==> src/rtl/timestamp_sequencer.sv <==
// timestamp_sequencer
// Consumer side of a ping-pong timestamp memory. It walks the active bank from
// address 0 and compares each timestamp with a tick counter that restarts at
// every pass. When an entry is due, it emits a one-cycle pulse. It also owns the
// bank selector and flips it only between passes, so the host can safely reload
// the inactive bank while a pass is running.
//
// Ports
//   clk_i, rst_ni      clock, asynchronous active-low reset
//   start_i            begin a pass (only acted on while idle)
//   stop_i             abort the running pass
//   loop_i             restart automatically at the end of a pass
//   len_i              number of table entries (0..2^ADDR_W), latched at start
//   swap_req_i         inactive bank is loaded; swap at the next pass boundary
//   raddr_o            read address into the timestamp memory
//   timestamp_i        read data, valid RD_LAT cycles after raddr_o
//   mem_selector_o     bank selector into the timestamp memory
//   pulse_o, idx_o     event pulse and the index of the entry that fired
//   done_o             pass completed
//   swap_ack_o         selector toggled
//   busy_o             sequencer is not idle
//   late_o             sticky: some entry fired after its timestamp
module timestamp_sequencer #(
    parameter int unsigned ADDR_W = 9,
    parameter int unsigned DATA_W = 16,
    parameter int unsigned RD_LAT = 1
) (
    input  logic              clk_i,
    input  logic              rst_ni,
    input  logic              start_i,
    input  logic              stop_i,
    input  logic              loop_i,
    input  logic [ADDR_W:0]   len_i,
    input  logic              swap_req_i,
    output logic [ADDR_W-1:0] raddr_o,
    input  logic [DATA_W-1:0] timestamp_i,
    output logic              mem_selector_o,
    output logic              pulse_o,
    output logic [ADDR_W-1:0] idx_o,
    output logic              done_o,
    output logic              swap_ack_o,
    output logic              busy_o,
    output logic              late_o
);

    localparam int unsigned       WAIT_W    = (RD_LAT > 1) ? $clog2(RD_LAT) : 1;
    localparam logic [WAIT_W-1:0] WAIT_LAST = WAIT_W'(RD_LAT - 1);
    localparam logic [WAIT_W-1:0] WAIT_ONE  = 1;
    localparam logic [ADDR_W:0]   LEN_ONE   = 1;
    localparam logic [ADDR_W-1:0] ADDR_ONE  = 1;
    localparam logic [DATA_W-1:0] TICK_ONE  = 1;

    typedef enum logic [1:0] {IDLE, FETCH, ARMED} state_t;

    state_t            state, state_nx;
    logic [ADDR_W:0]   len_q, len_nx;
    logic [ADDR_W-1:0] raddr_nx, idx_nx;
    logic [DATA_W-1:0] tick, tick_nx;
    logic [WAIT_W-1:0] wait_cnt, wait_nx;
    logic              pending, pending_nx;
    logic              sel_nx, pulse_nx, done_nx, ack_nx, late_nx;
    logic              due, last;

    assign busy_o = (state != IDLE);

    always_ff @(posedge clk_i or negedge rst_ni) begin
        if (!rst_ni) begin
            state          <= IDLE;
            len_q          <= '0;
            raddr_o        <= '0;
            idx_o          <= '0;
            tick           <= '0;
            wait_cnt       <= '0;
            pending        <= 1'b0;
            mem_selector_o <= 1'b0;
            pulse_o        <= 1'b0;
            done_o         <= 1'b0;
            swap_ack_o     <= 1'b0;
            late_o         <= 1'b0;
        end else begin
            state          <= state_nx;
            len_q          <= len_nx;
            raddr_o        <= raddr_nx;
            idx_o          <= idx_nx;
            tick           <= tick_nx;
            wait_cnt       <= wait_nx;
            pending        <= pending_nx;
            mem_selector_o <= sel_nx;
            pulse_o        <= pulse_nx;
            done_o         <= done_nx;
            swap_ack_o     <= ack_nx;
            late_o         <= late_nx;
        end
    end

    always_comb begin
        state_nx   = state;
        len_nx     = len_q;
        raddr_nx   = raddr_o;
        idx_nx     = idx_o;
        tick_nx    = tick;
        wait_nx    = wait_cnt;
        pending_nx = pending;
        sel_nx     = mem_selector_o;
        pulse_nx   = 1'b0;
        done_nx    = 1'b0;
        ack_nx     = 1'b0;
        late_nx    = late_o;
        due        = (tick >= timestamp_i);
        last       = ({1'b0, raddr_o} == (len_q - LEN_ONE));

        case (state)
            IDLE: begin
                // A request deferred by an aborted pass is serviced here too.
                if (swap_req_i || pending) begin
                    sel_nx     = ~mem_selector_o;
                    ack_nx     = 1'b1;
                    pending_nx = 1'b0;
                end
                if (start_i) begin
                    if (len_i != '0) begin
                        len_nx   = len_i;
                        raddr_nx = '0;
                        tick_nx  = '0;
                        wait_nx  = '0;
                        late_nx  = 1'b0;
                        state_nx = FETCH;
                    end else begin
                        done_nx = 1'b1;
                    end
                end
            end

            FETCH, ARMED: begin
                if (swap_req_i) begin
                    pending_nx = 1'b1;
                end
                // The counter saturates, so an entry stuck at the maximum
                // timestamp still fires instead of waiting for a wrap.
                if (tick != '1) begin
                    tick_nx = tick + TICK_ONE;
                end

                if (stop_i) begin
                    state_nx = IDLE;
                end else if (state == FETCH) begin
                    if (wait_cnt == WAIT_LAST) begin
                        state_nx = ARMED;
                    end else begin
                        wait_nx = wait_cnt + WAIT_ONE;
                    end
                end else if (due) begin
                    pulse_nx = 1'b1;
                    idx_nx   = raddr_o;
                    if (tick != timestamp_i) begin
                        late_nx = 1'b1;
                    end
                    if (!last) begin
                        raddr_nx = raddr_o + ADDR_ONE;
                        wait_nx  = '0;
                        state_nx = FETCH;
                    end else begin
                        done_nx = 1'b1;
                        // A request arriving on this very cycle still counts.
                        if (pending || swap_req_i) begin
                            sel_nx     = ~mem_selector_o;
                            ack_nx     = 1'b1;
                            pending_nx = 1'b0;
                        end
                        if (loop_i) begin
                            raddr_nx = '0;
                            tick_nx  = '0;
                            wait_nx  = '0;
                            state_nx = FETCH;
                        end else begin
                            state_nx = IDLE;
                        end
                    end
                end
            end

            default: state_nx = IDLE;
        endcase
    end

endmodule
==> config.mk <==
export PLATFORM = sky130hd
export DESIGN_NAME = timestamp_sequencer
export DESIGN_NICKNAME = d
export VERILOG_FILES = /design/src/rtl/timestamp_sequencer.sv
export SDC_FILE = /design/constraint.sdc
export NUM_CORES = 1
export LEC_CHECK = 0
export CAP_MARGIN = 20
export CORE_MARGIN = 2
export CORE_UTILIZATION = 58
export CTS_CLUSTER_SIZE = 28
export DETAILED_ROUTE_END_ITERATION = 8
export GPL_TIMING_DRIVEN = 0
export PLACE_DENSITY = 0.89
export SLEW_MARGIN = 20
export SYNTH_ARGS = -nofsm -noshare
export SYNTH_HDL_FRONTEND = slang
export SYNTH_SLANG_ARGS = --single-unit
==> constraint.sdc <==
create_clock -name clk_i -period 5.54 [get_ports clk_i]
set_clock_uncertainty 0.05 [all_clocks]
set_input_delay 1.385 -clock clk_i [delete_from_list [all_inputs] [get_ports clk_i]]
set_output_delay 1.385 -clock clk_i [all_outputs]
set_load 0.005 [all_outputs]
; After elaboration in Yosys (flattened, before gate mapping)
; Index checks and enable logic that the tools add are counted.
[op_classes]
n_addsub = 4
order_cmp = 1
eq_ne = 18
mux = 71
n_bitwise = 3
n_reduce_logical = 15
[op_table]
columns = op, n
row1 = $mux W16, 8
row2 = $mux W9, 7
row3 = $mux W1, 41
row4 = $pmux W16 S2, 1
row5 = $pmux W9 S2, 1
row6 = $add A16 B1 Y16 const B, 1
row7 = $ge A16 B16 Y1, 1
row8 = $ne A16 B16 Y1, 1
row9 = $ne A16 B16 Y1 const B, 1
row10 = $ne A2 B2 Y1 const B, 8
row11 = $reduce_and A7 Y1, 2
row12 = $mux W2, 6
row13 = $ne A4 B4 Y1 const B, 3
row14 = $pmux W1 S2, 6
row15 = $eq A9 B10 Y1, 1
row16 = $reduce_bool A10 Y1, 1
row17 = $sub A10 B1 Y10 const B, 1
row18 = $add A9 B1 Y9 const B, 1
row19 = $reduce_and A4 Y1, 2
row20 = $ne A3 B3 Y1 const B, 2
row21 = $reduce_and A3 Y1, 2
row22 = $reduce_and A6 Y1, 1
row23 = $reduce_and A5 Y1, 1
row24 = $pmux W2 S2, 1
row25 = 9 further kinds, 12
[word_totals]
ff_bits = 53
output_inout_bits = 24
wordCells = 124

; Logic depth before layout (Yosys ltp)
[depth]
word_depth = 8
mapped_depth = 11

; Least setup slack after synthesis
; Ideal clock, no wire load.
[synth_path]
path_kind = in2reg
startpoint = input timestamp_i[6]
endpoint = register raddr_o[2]
setup_time_ps = 126
t_arrival_ps = 3577
slack_ps = 1787
stages = 11
cell_sequence = inv_1 > ha_1 > a21oi_1 > a21boi_0 > o31a_1 > or4_1 > clkbuf_1 > and3_1 > and3_1 > buf_2 > a221o_1
[synth_via]
elab_chain_cells = 3
[synth_lines]
columns = element, line_no
row1 = from (decl), 36  ; input logic [DATA_W-1:0] timestamp_i,
row2 = $ge A16 B16 Y1, 109  ; due = (tick >= timestamp_i);
row3 = $ne A2 B2 Y1 (no line), n/a
row4 = $reduce_and A7 Y1 (no line), n/a
row5 = to (signal assigned), 83  ; raddr_o <= raddr_nx;
row6 = to (decl), 35  ; output logic [ADDR_W-1:0] raddr_o,
; Every way passes these cells.
; A chain may end at the register's enable or synchronous reset.

; Worst setup path in the final report
[layout_path]
startpoint = input timestamp_i[15]
endpoint = register idx_o[2]
[layout_via]
elab_chain_cells = 2
[layout_lines]
columns = element, line_no
row1 = $ge A16 B16 Y1, 109
row2 = $reduce_and A4 Y1 (no line), n/a
row3 = to (signal assigned), 84  ; idx_o <= idx_nx;
row4 = to (decl), 39  ; output logic [ADDR_W-1:0] idx_o,
; Every way passes these cells.

==> metrics list <==
* Flop pwr share: 36.4%
- For this design the total switching power over the nets is 0.000617 W.
* Clock latency of the later-clocked register in the worst-skew pair: 0.31 ns
- Post_cts resized: 0
* Post-Synthesis Cell Area: 0.00330 mm2
* Count of input and output buffers: 55
- From synthesis to final layout, the design area changed by 22.2%.
- A synthesized cell averages about 9.6 um2.
- The number of hold buffers added after CTS was 0.
* Routed vias/inst: 5.99
* Vias in the first global route: 2701
- Across the run, the number of max-cap violations was 0.
- Cell types with the largest area share after synthesis: sky130_fd_sc_hd__dfrtp_1, sky130_fd_sc_hd__ha_1, sky130_fd_sc_hd__mux2_2
- The finished cells cover 0.00403 mm2.
- Fill cell total of the finished layout: 387
* Number of enable-type register cells in the synthesized netlist: 0
- STA puts the critical path data arrival time at roughly 4.3 ns.
* Instance count after placement with tap cells included: 472
- Number of antenna violations at the first check in global routing: 0
* Clock share of power: 15.9%
- The finished layout holds 480 standard cells, fillers aside.
- In this run the tightest slew margin relative to its limit is 56.8%.
- Setup repair after global routing left no endpoint under its margin.
- Summed over all nets, the half-perimeter wirelength after detailed placement is 5.48 mm.
- Dividing the final minimum period by the clock period gives 74.6%.
- For this run, design rule violations remaining after detail routing come to 0.
* Commonest cells after routing, fill and taps aside: sky130_fd_sc_hd__clkdlybuf4s50_1, sky130_fd_sc_hd__dfrtp_1, sky130_fd_sc_hd__inv_1
* Post-synthesis register bit count: 52
- Share of synthesized cell area in and, or, nand and nor gates: between 10% and 20%
* Synth area leader: sky130_fd_sc_hd__dfrtp_1
* Setup Crit Path Kind: input port to flip-flop
* Switching share of power: about 43%
- Diodes inserted: 0
* Post-route total power: 0.00144 W
- CP Max Fanout: 10
* Peak VDD IR: 0.288 mV
- Gp weighted congestion: approximately 0.87
- At the pin with the least slew margin, the transition time is 0.649 ns.
- Setup violators final: 0
- The most used flip-flop cell after synthesis is sky130_fd_sc_hd__dfrtp_1.
- Fin Setup TNS: 0 ns
- Endpoint class of the critical path: flip-flop
- Wire length of the first global-routing pass: 12.3 mm
- Die width: 79.5 um
- The synthesized netlist devotes roughly 8.7% of its cell area to adder and majority cells.
* Clk sink count: 52
- Distinct cells, synth: 58
- Final number of max-transition violations: 0
- Total GRT Usage: 24.2%
* Starting utilization of the core area: 60.0%
- The cell count after synthesis came out at 345.
- Clock buffers created by TritonCTS: 5
- Area inside the core boundary: 0.00551 mm2
- Dividing the detail-routed wire length by the instance count gives 15.1 um.
- Run status: finished clean
- In this run the biggest area consumer among cell types represents 39.4% of the synthesized area.
- The synthesized netlist devotes 16.7% of its cell area to compound gates.
- Dominant combinational cell family by area after synthesis: simple AND/OR/NAND/NOR gates
- Register area share after synthesis: 39.4%
- The first TritonRoute pass finished after 5 iterations.
* Leakage power of the design: 1.81 nW
- After the first detailed-routing iteration, the DRC count stood at 325.
- After clock tree synthesis, the clock-pin slew on the worst setup and hold paths is 0.10 ns.
- Number of nets in the layout: 462
* Final-layout worst hold slack: 0.468 ns
- Post-placement cell area: 0.00394 mm2
- Clock period minus worst slack: just over 4 ns
* Overall die area: about 0.0063 mm2
- Warning count from the yosys run: 0
- Post CTS Setup Buffer Count: 0
- Derived from the worst setup path, the maximum achievable clock frequency is 0.242 GHz.
* Category of the worst setup path launch point: input port
* Maximum number of pins on one net before global-route repair: between 50 and 60
- The clock passes through at most 2 buffers.
- Pin placement for this block handled 56 I/O pins.
- Hold WC Path Type: flip-flop to flip-flop
- Share of cell area taken by muxes after synthesis: 6.10%
- Leaving out fill and tap cells, the most frequent cell in the layout is sky130_fd_sc_hd__clkdlybuf4s50_1.
* Library cell used as clock root buffer: sky130_fd_sc_hd__clkbuf_8
- CTS tree: yes
* Internal Dissipation: 0.000819 W
- Areal power density over the cells: 356 mW/mm2
- In the final layout, the share of cells above drive strength 1 is 10.5%.
- The initialized floorplan defines 27 standard-cell rows.
- Net count of the mapped netlist: 400
- Measured along the y axis, the die boundary spans 79.5 um.
- Xor/xnor share of the synthesized area: under 10%
- The count of final hold-check violations came to 0.
- Data required time at the worst endpoint: 5.70 ns
- Detailed routing inserted a total of 2875 vias.
- For this run, asynchronously set or reset flops after synthesis account for 100%.
- Combinational share of power: 47.7%
* Total global routing overflow: 0
- CTS built an H-tree with a depth of 2.
- For this block, the routed nets add up to 7.24 mm of wire.
- Antenna Nets Post-Route: 0
-- flip-flops by register name, summed over array words and instances, names as in the netlist --
name	cells
tick	16
len_q	10
idx_o	9
raddr_o	9
state	2
done_o	1
late_o	1
mem_selector_o	1
pending	1
pulse_o	1
swap_ack_o	1
-- area by class of cell --
cell class	instances	area, um2	share of cell area [%]
buffer	12	50.0	1.24
timing repair buffer	55	548	13.6
clock buffer	5	68.8	1.71
tap	72	90.1	2.23
sequential	52	1300	32.3
clock inverter	3	25.0	0.620
multi-input combinational	248	1830	45.3
inverter	33	124	3.07
-- cell usage after synthesis (all sizes together) (4+ instances only) --
master	instances
a211oi	4
a21oi	26
a221o	6
and3	4
and4	5
buf	5
clkbuf	7
dfrtp	52
ha	23
inv	33
mux2	17
nand2	16
nand3	14
nand4	9
nor2	27
nor3	5
o21ai	14
or2	4
or3	5
or4	4
xnor2	8
xor2	12
-- logic make-up (layout without fill, tap and decap cells) --
family / Yosys count / count (layout)
and+or+nand+nor: 111 / 111
AOI/OAI and AO/OA: 76 / 76
DFF: 52 / 52
buffers and inverters: 45 / 108
adders and majority gates: 23 / 23
xor gates and xnor gates: 20 / 20
muxes: 18 / 18
-- worst max-delay path, stage by stage --
cell and delay (ns):
sky130_fd_sc_hd__clkdlybuf4s50_1 0.45, sky130_fd_sc_hd__inv_1 0.05, sky130_fd_sc_hd__ha_1 0.31, sky130_fd_sc_hd__nand4_1 0.23
sky130_fd_sc_hd__a2111oi_0 0.39, sky130_fd_sc_hd__or4_1 0.19, sky130_fd_sc_hd__clkbuf_1 0.22, sky130_fd_sc_hd__and3_1 0.21
sky130_fd_sc_hd__clkbuf_1 0.45, sky130_fd_sc_hd__mux2_2 0.40
-- power by group through the flow --
| stage | logic (W) | clock network, W | registers (W) |
|---|---|---|---|
| after detailed placement | 0.000679 | 0 | 0.000531 |
| after global routing | 0.000767 | 0.000249 | 0.000533 |
| after global placement | 0.000650 | 0 | 0.000524 |
| final | 0.000685 | 0.000229 | 0.000523 |
| after CTS | 0.000686 | 0.000232 | 0.000522 |
| after floorplan | 0.000499 | 0 | 0.000511 |
-- per-stage QoR --
stage | utilization [%] | worst slack [ns]
after floorplan | - | 1.79
after global placement | 71.6 | 1.10
after detailed placement | 71.6 | 1.07
after CTS | 73.3 | 1.44
after global routing | 73.3 | 1.25
final | 73.3 | 1.41
-- final timing paths --
| check | slack (ns) | endpoint | cells after the start | from |
|---|---|---|---|---|
| min in group asynchronous | 1.03 | len_q[2]$_DFFE_PN0P_ | 1 | rst_ni |
| worst max-delay path | 1.41 | idx_o[2]$_DFFE_PN0P_ | 10 | timestamp_i[15] |
| worst max register to register | 2.48 | raddr_o[0]$_DFFE_PN0P_ | 10 | len_q[0]$_DFFE_PN0P_ |
| max in group asynchronous | 3.95 | late_o$_DFFE_PN0P_ | 1 | rst_ni |
| worst min register to register | 0.47 | idx_o[4]$_DFFE_PN0P_ | 1 | idx_o[4]$_DFFE_PN0P_ |
| worst min-delay path | 0.47 | idx_o[4]$_DFFE_PN0P_ | 1 | idx_o[4]$_DFFE_PN0P_ |
-- layer usage --
metal | vias to the layer above | share of wire, % | global-route usage, %
met5 | - | 0 | 0
met4 | 0 | 1.1 | 4.83
met3 | 10 | 4.7 | 3.62
met2 | 89 | 49 | 40.3
met1 | 1400 | 45 | 33.9
li1 | 1376 | - | -
No activity file was read; power rests on OpenSTA's default activity.
